File: src/rtl/keypad_pkg.sv
// keypad_pkg
// Shared types, sizes and helpers for the 4x4 keypad scan controller.
//   scan_state_t : controller state (SCAN, DEBOUNCE, HELD)
//   COLS / ROWS  : matrix dimensions
//   COL_RESET    : column strobe driven after reset
//   keymap()     : one-hot column + one-hot row -> 4-bit key code
//   is_onehot()  : true when exactly one row bit is set
//   rotate_col() : next column strobe in the scan sequence
package keypad_pkg;

    localparam int COLS = 4;
    localparam int ROWS = 4;

    localparam logic [COLS-1:0] COL_RESET = 4'b0001;

    typedef enum logic [1:0] {
        SCAN     = 2'd0,
        DEBOUNCE = 2'd1,
        HELD     = 2'd2
    } scan_state_t;

    // Keypad legend. Anything that is not a single column and single row
    // decodes to F so an impossible combination never aliases a digit.
    function automatic logic [3:0] keymap(input logic [COLS-1:0] col_onehot,
                                          input logic [ROWS-1:0] row_onehot);
        logic [3:0] code;
        case ({col_onehot, row_onehot})
            8'b0001_0001: code = 4'h1;
            8'b0001_0010: code = 4'h2;
            8'b0001_0100: code = 4'h3;
            8'b0001_1000: code = 4'hA;
            8'b0010_0001: code = 4'h4;
            8'b0010_0010: code = 4'h5;
            8'b0010_0100: code = 4'h6;
            8'b0010_1000: code = 4'hB;
            8'b0100_0001: code = 4'h7;
            8'b0100_0010: code = 4'h8;
            8'b0100_0100: code = 4'h9;
            8'b0100_1000: code = 4'hC;
            8'b1000_0001: code = 4'hE;
            8'b1000_0010: code = 4'h0;
            8'b1000_0100: code = 4'hF;
            8'b1000_1000: code = 4'hD;
            default:      code = 4'hF;
        endcase
        return code;
    endfunction

    // Zero and multi-hot samples (ghosting / two keys) both return 0.
    function automatic logic is_onehot(input logic [ROWS-1:0] v);
        return (v != {ROWS{1'b0}}) && ((v & (v - ROWS'(1))) == {ROWS{1'b0}});
    endfunction

    function automatic logic [COLS-1:0] rotate_col(input logic [COLS-1:0] c);
        return {c[COLS-2:0], c[COLS-1]};
    endfunction

endpackage

File: src/rtl/keypad_scan_controller_if.sv
// keypad_scan_controller_if
// Bundles the keypad pin side and the key-event side of the controller.
//   row_in    : raw rows from the keypad (asynchronous, active-high)
//   col_out   : one-hot column drive
//   key_code  : last accepted key code
//   key_valid : one-cycle strobe when key_code updates
//   key_held  : accepted key not yet released
// slave  : the controller
// master : the environment (keypad pins + operand-entry consumer)
interface keypad_scan_controller_if;
    import keypad_pkg::*;

    logic [ROWS-1:0] row_in;
    logic [COLS-1:0] col_out;
    logic [3:0]      key_code;
    logic            key_valid;
    logic            key_held;

    modport slave (
        input  row_in,
        output col_out,
        output key_code,
        output key_valid,
        output key_held
    );

    modport master (
        output row_in,
        input  col_out,
        input  key_code,
        input  key_valid,
        input  key_held
    );

endinterface

File: src/rtl/keypad_tick_gen.sv
// keypad_tick_gen
// Column dwell counter. Counts 0..SCAN_DIV-1 continuously and raises
// tick_o for exactly the cycle in which the count equals SCAN_DIV-1.
//   clk, rst_n : clock, asynchronous active-low reset
//   tick_o     : registered one-cycle tick, once per SCAN_DIV cycles
module keypad_tick_gen #(
    parameter int SCAN_DIV = 1000
) (
    input  logic clk,
    input  logic rst_n,
    output logic tick_o
);

    localparam int              CW   = $clog2(SCAN_DIV);
    localparam logic [CW-1:0]   LAST = CW'(SCAN_DIV - 1);

    logic [CW-1:0] cnt_q;
    logic [CW-1:0] cnt_d;
    logic          tick_q;
    logic          tick_d;

    // Next count and next tick; the tick is precomputed from the next
    // count so it lines up with the cycle in which cnt_q == LAST.
    always_comb begin
        cnt_d  = cnt_q;
        tick_d = 1'b0;
        if (cnt_q == LAST) begin
            cnt_d = {CW{1'b0}};
        end else begin
            cnt_d = cnt_q + CW'(1);
        end
        tick_d = (cnt_d == LAST);
    end

    // Counter and tick registers.
    always_ff @(posedge clk or negedge rst_n) begin
        if (!rst_n) begin
            cnt_q  <= {CW{1'b0}};
            tick_q <= 1'b0;
        end else begin
            cnt_q  <= cnt_d;
            tick_q <= tick_d;
        end
    end

    assign tick_o = tick_q;

endmodule

File: src/rtl/keypad_scan_controller.sv
// keypad_scan_controller
// Scans a 4x4 matrix keypad with a one-hot column strobe, synchronizes the
// rows, debounces press and release on scan ticks and reports each accepted
// key once with a one-cycle valid strobe.
//   clk, rst_n : clock, asynchronous active-low reset
//   kp         : keypad_scan_controller_if.slave (row_in in; col_out,
//                key_code, key_valid, key_held out)
// Parameters: SCAN_DIV (cycles per column, >= 2),
//             DEBOUNCE_CNT (matching tick samples to accept, >= 1).
module keypad_scan_controller
    import keypad_pkg::*;
#(
    parameter int SCAN_DIV     = 1000,
    parameter int DEBOUNCE_CNT = 4
) (
    input  logic                     clk,
    input  logic                     rst_n,
    keypad_scan_controller_if.slave  kp
);

    localparam int            DW       = $clog2(DEBOUNCE_CNT + 1);
    localparam logic [DW-1:0] DEB_MAX  = DW'(DEBOUNCE_CNT);
    // With a single-sample debounce the detection tick is also the accept tick.
    localparam bit            ACCEPT_ON_DETECT = (DEBOUNCE_CNT == 1);

    logic            tick_s;
    logic [ROWS-1:0] sync1_q;
    logic [ROWS-1:0] rows_s_q;

    scan_state_t     state_q,    state_d;
    logic [COLS-1:0] col_q,      col_d;
    logic [ROWS-1:0] cand_row_q, cand_row_d;
    logic [COLS-1:0] cand_col_q, cand_col_d;
    logic [DW-1:0]   deb_cnt_q,  deb_cnt_d;
    logic [3:0]      key_code_q, key_code_d;
    logic            key_valid_q, key_valid_d;
    logic            key_held_q,  key_held_d;
    logic [DW-1:0]   deb_inc_s;

    keypad_tick_gen #(
        .SCAN_DIV (SCAN_DIV)
    ) u_tick_gen (
        .clk    (clk),
        .rst_n  (rst_n),
        .tick_o (tick_s)
    );

    // Two-flop synchronizer for the asynchronous row inputs.
    always_ff @(posedge clk or negedge rst_n) begin
        if (!rst_n) begin
            sync1_q  <= {ROWS{1'b0}};
            rows_s_q <= {ROWS{1'b0}};
        end else begin
            sync1_q  <= kp.row_in;
            rows_s_q <= sync1_q;
        end
    end

    assign deb_inc_s = deb_cnt_q + DW'(1);

    // Scan / debounce / held next-state and output logic. All decisions are
    // taken only on a tick; between ticks everything holds.
    always_comb begin
        state_d     = state_q;
        col_d       = col_q;
        cand_row_d  = cand_row_q;
        cand_col_d  = cand_col_q;
        deb_cnt_d   = deb_cnt_q;
        key_code_d  = key_code_q;
        key_valid_d = 1'b0;
        key_held_d  = key_held_q;

        case (state_q)
            SCAN: begin
                if (tick_s) begin
                    if (is_onehot(rows_s_q)) begin
                        // Freeze the column on the candidate key.
                        cand_row_d = rows_s_q;
                        cand_col_d = col_q;
                        if (ACCEPT_ON_DETECT) begin
                            key_code_d  = keymap(col_q, rows_s_q);
                            key_valid_d = 1'b1;
                            key_held_d  = 1'b1;
                            deb_cnt_d   = {DW{1'b0}};
                            state_d     = HELD;
                        end else begin
                            deb_cnt_d   = DW'(1);
                            state_d     = DEBOUNCE;
                        end
                    end else begin
                        col_d = rotate_col(col_q);
                    end
                end else begin
                    col_d = col_q;
                end
            end

            DEBOUNCE: begin
                if (tick_s) begin
                    if (rows_s_q == cand_row_q) begin
                        if (deb_inc_s == DEB_MAX) begin
                            key_code_d  = keymap(cand_col_q, cand_row_q);
                            key_valid_d = 1'b1;
                            key_held_d  = 1'b1;
                            deb_cnt_d   = {DW{1'b0}};
                            state_d     = HELD;
                        end else begin
                            deb_cnt_d   = deb_inc_s;
                        end
                    end else begin
                        // Bounce or a different key: abandon and move on.
                        deb_cnt_d = {DW{1'b0}};
                        col_d     = rotate_col(col_q);
                        state_d   = SCAN;
                    end
                end else begin
                    deb_cnt_d = deb_cnt_q;
                end
            end

            HELD: begin
                if (tick_s) begin
                    if (rows_s_q == {ROWS{1'b0}}) begin
                        if (deb_inc_s == DEB_MAX) begin
                            key_held_d = 1'b0;
                            deb_cnt_d  = {DW{1'b0}};
                            col_d      = rotate_col(col_q);
                            state_d    = SCAN;
                        end else begin
                            deb_cnt_d  = deb_inc_s;
                        end
                    end else begin
                        // Any activity restarts the release count; it never re-fires.
                        deb_cnt_d = {DW{1'b0}};
                    end
                end else begin
                    deb_cnt_d = deb_cnt_q;
                end
            end

            default: begin
                // Unreachable encoding: recover to a clean scan.
                state_d    = SCAN;
                col_d      = COL_RESET;
                deb_cnt_d  = {DW{1'b0}};
                key_held_d = 1'b0;
            end
        endcase
    end

    // Controller state and output registers.
    always_ff @(posedge clk or negedge rst_n) begin
        if (!rst_n) begin
            state_q     <= SCAN;
            col_q       <= COL_RESET;
            cand_row_q  <= {ROWS{1'b0}};
            cand_col_q  <= {COLS{1'b0}};
            deb_cnt_q   <= {DW{1'b0}};
            key_code_q  <= 4'h0;
            key_valid_q <= 1'b0;
            key_held_q  <= 1'b0;
        end else begin
            state_q     <= state_d;
            col_q       <= col_d;
            cand_row_q  <= cand_row_d;
            cand_col_q  <= cand_col_d;
            deb_cnt_q   <= deb_cnt_d;
            key_code_q  <= key_code_d;
            key_valid_q <= key_valid_d;
            key_held_q  <= key_held_d;
        end
    end

    assign kp.col_out   = col_q;
    assign kp.key_code  = key_code_q;
    assign kp.key_valid = key_valid_q;
    assign kp.key_held  = key_held_q;

endmodule

File: src/flat_wrapper.sv
// flat-port wrapper written by rule: the top's interface ports become plain ports
module keypad_scan_controller_flat import keypad_pkg::*;
#(
    parameter int SCAN_DIV     = 1000,
    parameter int DEBOUNCE_CNT = 4
)
  (clk, rst_n, kp_row_in, kp_col_out, kp_key_code, kp_key_valid, kp_key_held);
  keypad_scan_controller_if kp_i ();
  input  logic clk;
  input  logic rst_n;
  input wire logic [$bits(kp_i.row_in)-1:0] kp_row_in;
  output wire logic [$bits(kp_i.col_out)-1:0] kp_col_out;
  output wire logic [$bits(kp_i.key_code)-1:0] kp_key_code;
  output wire logic [$bits(kp_i.key_valid)-1:0] kp_key_valid;
  output wire logic [$bits(kp_i.key_held)-1:0] kp_key_held;
  assign kp_i.row_in = kp_row_in;
  assign kp_col_out = kp_i.col_out;
  assign kp_key_code = kp_i.key_code;
  assign kp_key_valid = kp_i.key_valid;
  assign kp_key_held = kp_i.key_held;
  keypad_scan_controller #(.SCAN_DIV(SCAN_DIV), .DEBOUNCE_CNT(DEBOUNCE_CNT)) u_core (.clk(clk), .rst_n(rst_n), .kp(kp_i));
endmodule
File: config.mk
export PLATFORM = sky130hd
export DESIGN_NAME = keypad_scan_controller_flat
export DESIGN_NICKNAME = d
export VERILOG_FILES = /design/src/rtl/keypad_pkg.sv /design/src/rtl/keypad_scan_controller_if.sv /design/src/rtl/keypad_tick_gen.sv /design/src/rtl/keypad_scan_controller.sv /design/src/flat_wrapper.sv
export SDC_FILE = /design/constraint.sdc
export NUM_CORES = 1
export LEC_CHECK = 0
export ABC_AREA = 1
export CAP_MARGIN = 30
export CORE_ASPECT_RATIO = 0.9
export CORE_MARGIN = 2
export CORE_UTILIZATION = 50
export CTS_CLUSTER_DIAMETER = 200
export CTS_CLUSTER_SIZE = 30
export DETAILED_ROUTE_END_ITERATION = 12
export GPL_TIMING_DRIVEN = 0
export PLACE_DENSITY = 0.69
export SLEW_MARGIN = 30
export SYNTH_ARGS = -nofsm -noshare
export SYNTH_HDL_FRONTEND = slang
export SYNTH_SLANG_ARGS = --single-unit
File: constraint.sdc
create_clock -name clk -period 1.8 [get_ports clk]
set_clock_uncertainty 0.15 [all_clocks]
set_input_delay 0.54 -clock clk [delete_from_list [all_inputs] [get_ports clk]]
set_output_delay 0.54 -clock clk [all_outputs]
set_load 0.05 [all_outputs]
==> results of run 1 <==
[cell usage after synthesis, drive strengths merged]
cell type | number | share of area
a21oi | 5 | 0.017
buf | 1 | 0.0047
clkinv | 3 | 0.0047
dfrtp | 41 | 0.43
dfstp | 1 | 0.011
ha | 4 | 0.021
inv | 47 | 0.073
nand2 | 120 | 0.19
nand3 | 30 | 0.070
nand4 | 4 | 0.017
nor2 | 56 | 0.10
nor3 | 4 | 0.0083
o21ai | 16 | 0.044
or2 | 2 | 0.0062
xnor2 | 1 | 0.0036
[logic make-up after synthesis]
family,count (synthesis),synth area share
buffers and inverters,51,0.0827
and+or+nand+nor,216,0.394
adders and majority gates,4,0.0208
xor gates and xnor gates,1,0.00364
AOI/OAI and AO/OA,21,0.0609
DFF,42,0.438
[sequential cells by signal (all words and copies together), names as in the netlist]
register	count
u_core.kp.col_out	4
u_core.u_tick_gen.cnt_q	10
u_core.kp.key_held	1
u_core.rows_s_q	4
u_core.kp.key_valid	1
u_core.sync1_q	4
u_core.kp.key_code	4
u_core.state_q	2
u_core.deb_cnt_q	3
u_core.cand_col_q	4
u_core.u_tick_gen.tick_o	1
u_core.cand_row_q	4
[final cells by class]
type / instances / share of cell area
repair buffers: 19 / 0.0701
well taps: 62 / 0.0277
flip-flops and latches: 42 / 0.376
multi-input cells: 242 / 0.423
clock buffers: 5 / 0.0246
plain buffers: 1 / 0.00402
clock inverters: 3 / 0.00849
inverters: 50 / 0.0670
[routing by layer]
metal	track usage	up-vias	wire (µm)
li1	-	1087	-
met1	0.230	919	2210
met2	0.320	24	2070
met3	0.0326	0	122
met4	0.0417	0	0
met5	0	-	0
[what timing repair did]
action | CTS | global route
pin swaps | 0 | 3
setup buffers | 0 | 3
resized for setup | 33 | 10
endpoints found under the setup margin | 12 | 10
gates cloned | 0 | 0
[power groups by stage]
stage	clock network, mW	registers [mW]	logic, mW
after floorplan	0	0.975	0.0286
after global placement	0	0.977	0.0609
after detailed placement	0	0.977	0.0664
after CTS	0.642	0.958	0.0668
after global routing	0.686	0.960	0.0756
final	0.616	0.958	0.0650
[path summary, 6_finish.rpt]
path                                                    end  slack (ns)                             start
min in group clk               u_core.rows_s_q[2]$_DFF_PN0_        0.20       u_core.sync1_q[2]$_DFF_PN0_
max reg2reg                u_core.kp.col_out[1]$_DFFE_PN0P_        0.06   u_core.deb_cnt_q[0]$_DFFE_PN0P_
min reg2reg                    u_core.rows_s_q[2]$_DFF_PN0_        0.20       u_core.sync1_q[2]$_DFF_PN0_
min                         u_core.deb_cnt_q[2]$_DFFE_PN0P_       0.001                             rst_n
max in group asynchronous  u_core.kp.col_out[0]$_DFFE_PN1P_        0.97                             rst_n
max                                           kp_col_out[0]        0.05  u_core.kp.col_out[0]$_DFFE_PN1P_
[through the flow]
step / std cells / hold slack (ns)
3_5_place_dp: 413 / 0.186
3_3_place_gp: 412 / 0.183
6_report: 424 / 0.00143
5_1_grt: 424 / 0.0130
4_1_cts: 421 / 0.0117
2_1_floorplan: 335 / 0.0944
==> qor.txt, run 1 <==
run status - finished clean
TritonCTS buffer count - 5
pwr/cell area - 585 mW/mm²
post-route setup TNS - 0 ns
Rel. slew slack - 0.757
fill cell count - 430
n_diodes - 0
Final Core Density - 0.616
Worst setup EP type - output port
iteration-0 DRC count of the detailed router - 79
Slowest-stage cell, CP - dfstp_2
Pre-Repair DR Iteration Count - 5
drt drc - 0
Setup Viol. Count Final - 0
via density per instance - 4.79
total power - 1.64 mW
Avg Cell Area, Syn - 7.18 µm²
critical path class - register to output port
max_cap viols - 0
Clock Latency Late Sink - 0.29 ns
worst path bufs/invs - 1
grt total ovfl - 0
Max Slew Vio Count - 0
max incr delay on CP - 0.55 ns
share of the yosys chip area belonging to registers - 0.438
CTS Buffer Depth - 2
switching part of the total - 0.237
Mapped Cells - 335
Leakage Power - 1.47 nW
WP data arrival - 1.06 ns
# rows - 23
routed len/inst - 10.4 µm
synth-to-layout area growth - 16.5%
largest net degree at the start of global routing - 30
Final #Nets - 371
Sink Count - 42
# port buffers - 15
worst path cell trace - clkbuf_4
RePlAce Congestion - 0.879
period utilisation layout - 0.971
Syn Std Cell Area - 0.00240 mm²
I/O pins - 16
H-tree depth - 2
share of cells above drive strength 1 - 0.185
Final Hold Fails - 0
#FFs+latches synth - 42
Clock Pin Slew Worst Setup and Hold Paths - 0.09 ns
Post-DP Area - 0.00265 mm²
synth unique cells - 27
hold-fix buffer count after cts - 0
NetSw - 388 µW
Max rail drop VDD - 591 µV
WL final - 4410 µm
Crit. path cell count - 1
area of the multi-input gates - 0.00118 mm²
commonest cells after routing, fill and taps aside - 114 x nand2_1, 43 x nor2_1, 41 x dfrtp_1
routed vias - 2030
TritonCTS clock tree - done
synth warn - 0
setup ws final - 0.0518 ns
Core ar. - 0.00455 mm²
Syn Nets - 345
commonest non-fill, non-tap cell in the layout - nand2_1
DRT antenna net count - 0
startpoint types - register
Seq. cell area - 0.00105 mm²
fmax - 572 MHz
Worst Path Required - 1.11 ns
dpl ws - -0.208 ns
initial antenna violation count - 0
vias in the first global route - 1941
clock power share - 0.376
Logic pwr share - 0.040
Vert. Die Dim - 69.8 µm
internal power - 1.25 mW
CTS root buf - clkbuf_8
RSZ-0062 raised after global routing - yes
first-pass GRT wire length - 8020 µm
cell family with most CP delay - flip-flops
Flop pwr share - 0.584
Die Wd - 77.1 µm
Period minus WS final - 1.75 ns
die area - 0.00538 mm²
Detailed Place HPWL - 3430 µm
Reg2Reg Depth - 9
Tightest Pin Transition - 0.364 ns
post-layout instance area - 0.00280 mm²
crit-path max FO - 3
HP Class - input pin to asynchronous set/reset pin
Initial Util - 0.529
Total Routing Usage GR - 0.181
Note: power is estimated with default switching activity, not from simulation.
==> run 2: changes to the inputs <==
--- a/config.mk
+++ b/config.mk
@@ -9,5 +9,4 @@
 export CAP_MARGIN = 30
 export CORE_ASPECT_RATIO = 0.9
-export CORE_MARGIN = 2
 export CORE_UTILIZATION = 50
 export CTS_CLUSTER_DIAMETER = 200
--- a/constraint.sdc
+++ b/constraint.sdc
@@ -3,3 +3,3 @@
 set_input_delay 0.54 -clock clk [delete_from_list [all_inputs] [get_ports clk]]
 set_output_delay 0.54 -clock clk [all_outputs]
-set_load 0.05 [all_outputs]
+set_load 0.01 [all_outputs]
==> run 2 against run 1 <==
The run now ends with hold timing left; via count is 1.4% higher; critical path depth is 8 higher; register-to-register slack hardly changed; sequential power hardly changed; fmax hardly changed.
==> qor.txt, run 2 (synthesis results as in run 1) <==
I/O pins - 16
number of flip-flops under the largest register name - 10
cell family with most CP delay - simple AND/OR/NAND/NOR gates
vias in the first global route - 1987
CTS Buffer Depth - 2
final hold slack - -0.00108 ns
DRT antenna net count - 0
period utilisation layout - 0.972
crit-path max FO - 5
Logic pwr share - 0.037
synth-to-layout area growth - 16.9%
Pre-Repair DR Iteration Count - 4
RePlAce Congestion - 0.861
post-route setup TNS - 0 ns
drt drc - 0
initial antenna violation count - 0
Leakage Power - 1.53 nW
via density per instance - 4.84
commonest cells after routing, fill and taps aside - 114 x nand2_1, 44 x nor2_1, 41 x dfrtp_1
RSZ-0062 raised after global routing - yes
Detailed Place HPWL - 3500 µm
total power - 1.77 mW
max incr delay on CP - 0.42 ns
largest net degree at the start of global routing - 30
max_cap viols - 0
critical path class - register to register
crit path from - u_core.deb_cnt_q[0]$_DFFE_PN0P_
worst path cell trace - ha_2 -> or2_4 -> nand3_4 -> nor2_4 -> nor2_4 -> a21oi_4 -> buf_4 -> nand3_1 -> nand2_1
run status - finished with violations
n_diodes - 0
Final Hold Fails - 1
setup ws final - 0.0509 ns
first-pass GRT wire length - 8160 µm
# rows - 23
CP dominant cell by count - nor2_4
Core ar. - 0.00455 mm²
die area - 0.00509 mm²
iteration-0 DRC count of the detailed router - 77
internal power - 1.39 mW
RR Startpoint - u_core.deb_cnt_q[0]$_DFFE_PN0P_
Initial Util - 0.529
TritonCTS buffer count - 5
Setup Viol. Count Final - 0
Total Routing Usage GR - 0.211
grt total ovfl - 0
Slowest-stage cell, CP - dfrtp_1
fill cell count - 425
routed len/inst - 10.7 µm
violated checks - hold timing
# port buffers - 15
WL final - 4560 µm
Sink Count - 42
share of cells above drive strength 1 - 0.163
largest register by flop count - u_core.u_tick_gen.cnt_q
Period minus WS final - 1.75 ns
Rel. slew slack - 0.766
dpl ws - 0.0233 ns
H-tree depth - 2
HP Class - input pin to asynchronous set/reset pin
Clock Latency Late Sink - 0.29 ns
Die Wd - 75.1 µm
CTS root buf - clkbuf_8
switching part of the total - 0.216
Seq. cell area - 0.00105 mm²
Max rail drop VDD - 511 µV
Max Slew Vio Count - 0
Vert. Die Dim - 67.8 µm
TritonCTS clock tree - done
Flop pwr share - 0.540
area of the multi-input gates - 0.00119 mm²
Tightest Pin Transition - 0.352 ns
Worst setup EP type - register
Worst Path Required - 1.83 ns
commonest non-fill, non-tap cell in the layout - nand2_1
Clock Pin Slew Worst Setup and Hold Paths - 0.09 ns
WP data arrival - 1.78 ns
routed vias - 2059
pwr/cell area - 631 mW/mm²
clock power share - 0.423
worst path bufs/invs - 1
NetSw - 384 µW
fmax - 572 MHz
startpoint types - register
Final #Nets - 372
run 2: worst paths after layout:
path	endpoint	slack (ns)	cells after the start
setup / recovery	u_core.kp.col_out[3]$_DFFE_PN0P_	0.05	9
hold / removal	u_core.deb_cnt_q[0]$_DFFE_PN0P_	-0.001	1
setup reg to reg	u_core.kp.col_out[3]$_DFFE_PN0P_	0.05	9
hold reg to reg	u_core.rows_s_q[1]$_DFF_PN0_	0.20	0
max in group asynchronous	u_core.kp.col_out[0]$_DFFE_PN1P_	0.97	2
min in group clk	u_core.rows_s_q[1]$_DFF_PN0_	0.20	0
run 2: timing repair:
item | in CTS | in global routing
pin swaps | 0 | 5
setup endpoints to repair | 11 | 11
hold buffers | 0 | 0
gates resized for setup | 12 | 12
buffers inserted | 0 | 4
run 2: per-layer routing:
metal / track usage / part of all wire / up-vias
li1: - / - / 1081
met1: 0.262 / 0.48 / 924
met2: 0.381 / 0.47 / 46
met3: 0.0403 / 0.030 / 8
met4: 0.0472 / 0.011 / 0
met5: 0 / 0 / -
run 2: power groups by stage:
stage / logic (mW) / clock network [mW] / registers (mW)
after floorplan: 0.0286 / 0 / 0.975
after global placement: 0.0609 / 0 / 0.977
after detailed placement: 0.0669 / 0 / 0.977
after CTS: 0.0671 / 0.770 / 0.958
after global routing: 0.0752 / 0.806 / 0.959
final: 0.0648 / 0.751 / 0.958
run 2: metrics by stage:
| step | cell area (µm²) | cells | utilization |
|---|---|---|---|
| 6_report | 2810 | 425 | 0.618 |
| 3_5_place_dp | 2650 | 413 | 0.582 |
| 4_1_cts | 2750 | 421 | 0.605 |
| 2_1_floorplan | 2400 | 335 | - |
| 5_1_grt | 2810 | 425 | 0.618 |
| 3_3_place_gp | 2630 | 412 | 0.579 |
run 2: worst register-to-register path, cell delays in order, from the launching register on:
cell	delay (ns)
dfrtp_1	0.42
ha_2	0.20
or2_4	0.25
nand3_4	0.11
nor2_4	0.05
nor2_4	0.14
a21oi_4	0.06
buf_4	0.14
nand3_1	0.06
nand2_1	0.06
run 2: area by class of cell:
cell class                 instances  area share
tap                               62      0.0276
multi-input combinational        242       0.424
buffer                             1     0.00401
inverter                          50      0.0668
timing repair buffer              20      0.0636
sequential                        42       0.374
clock inverter                     3      0.0156
clock buffer                       5      0.0245
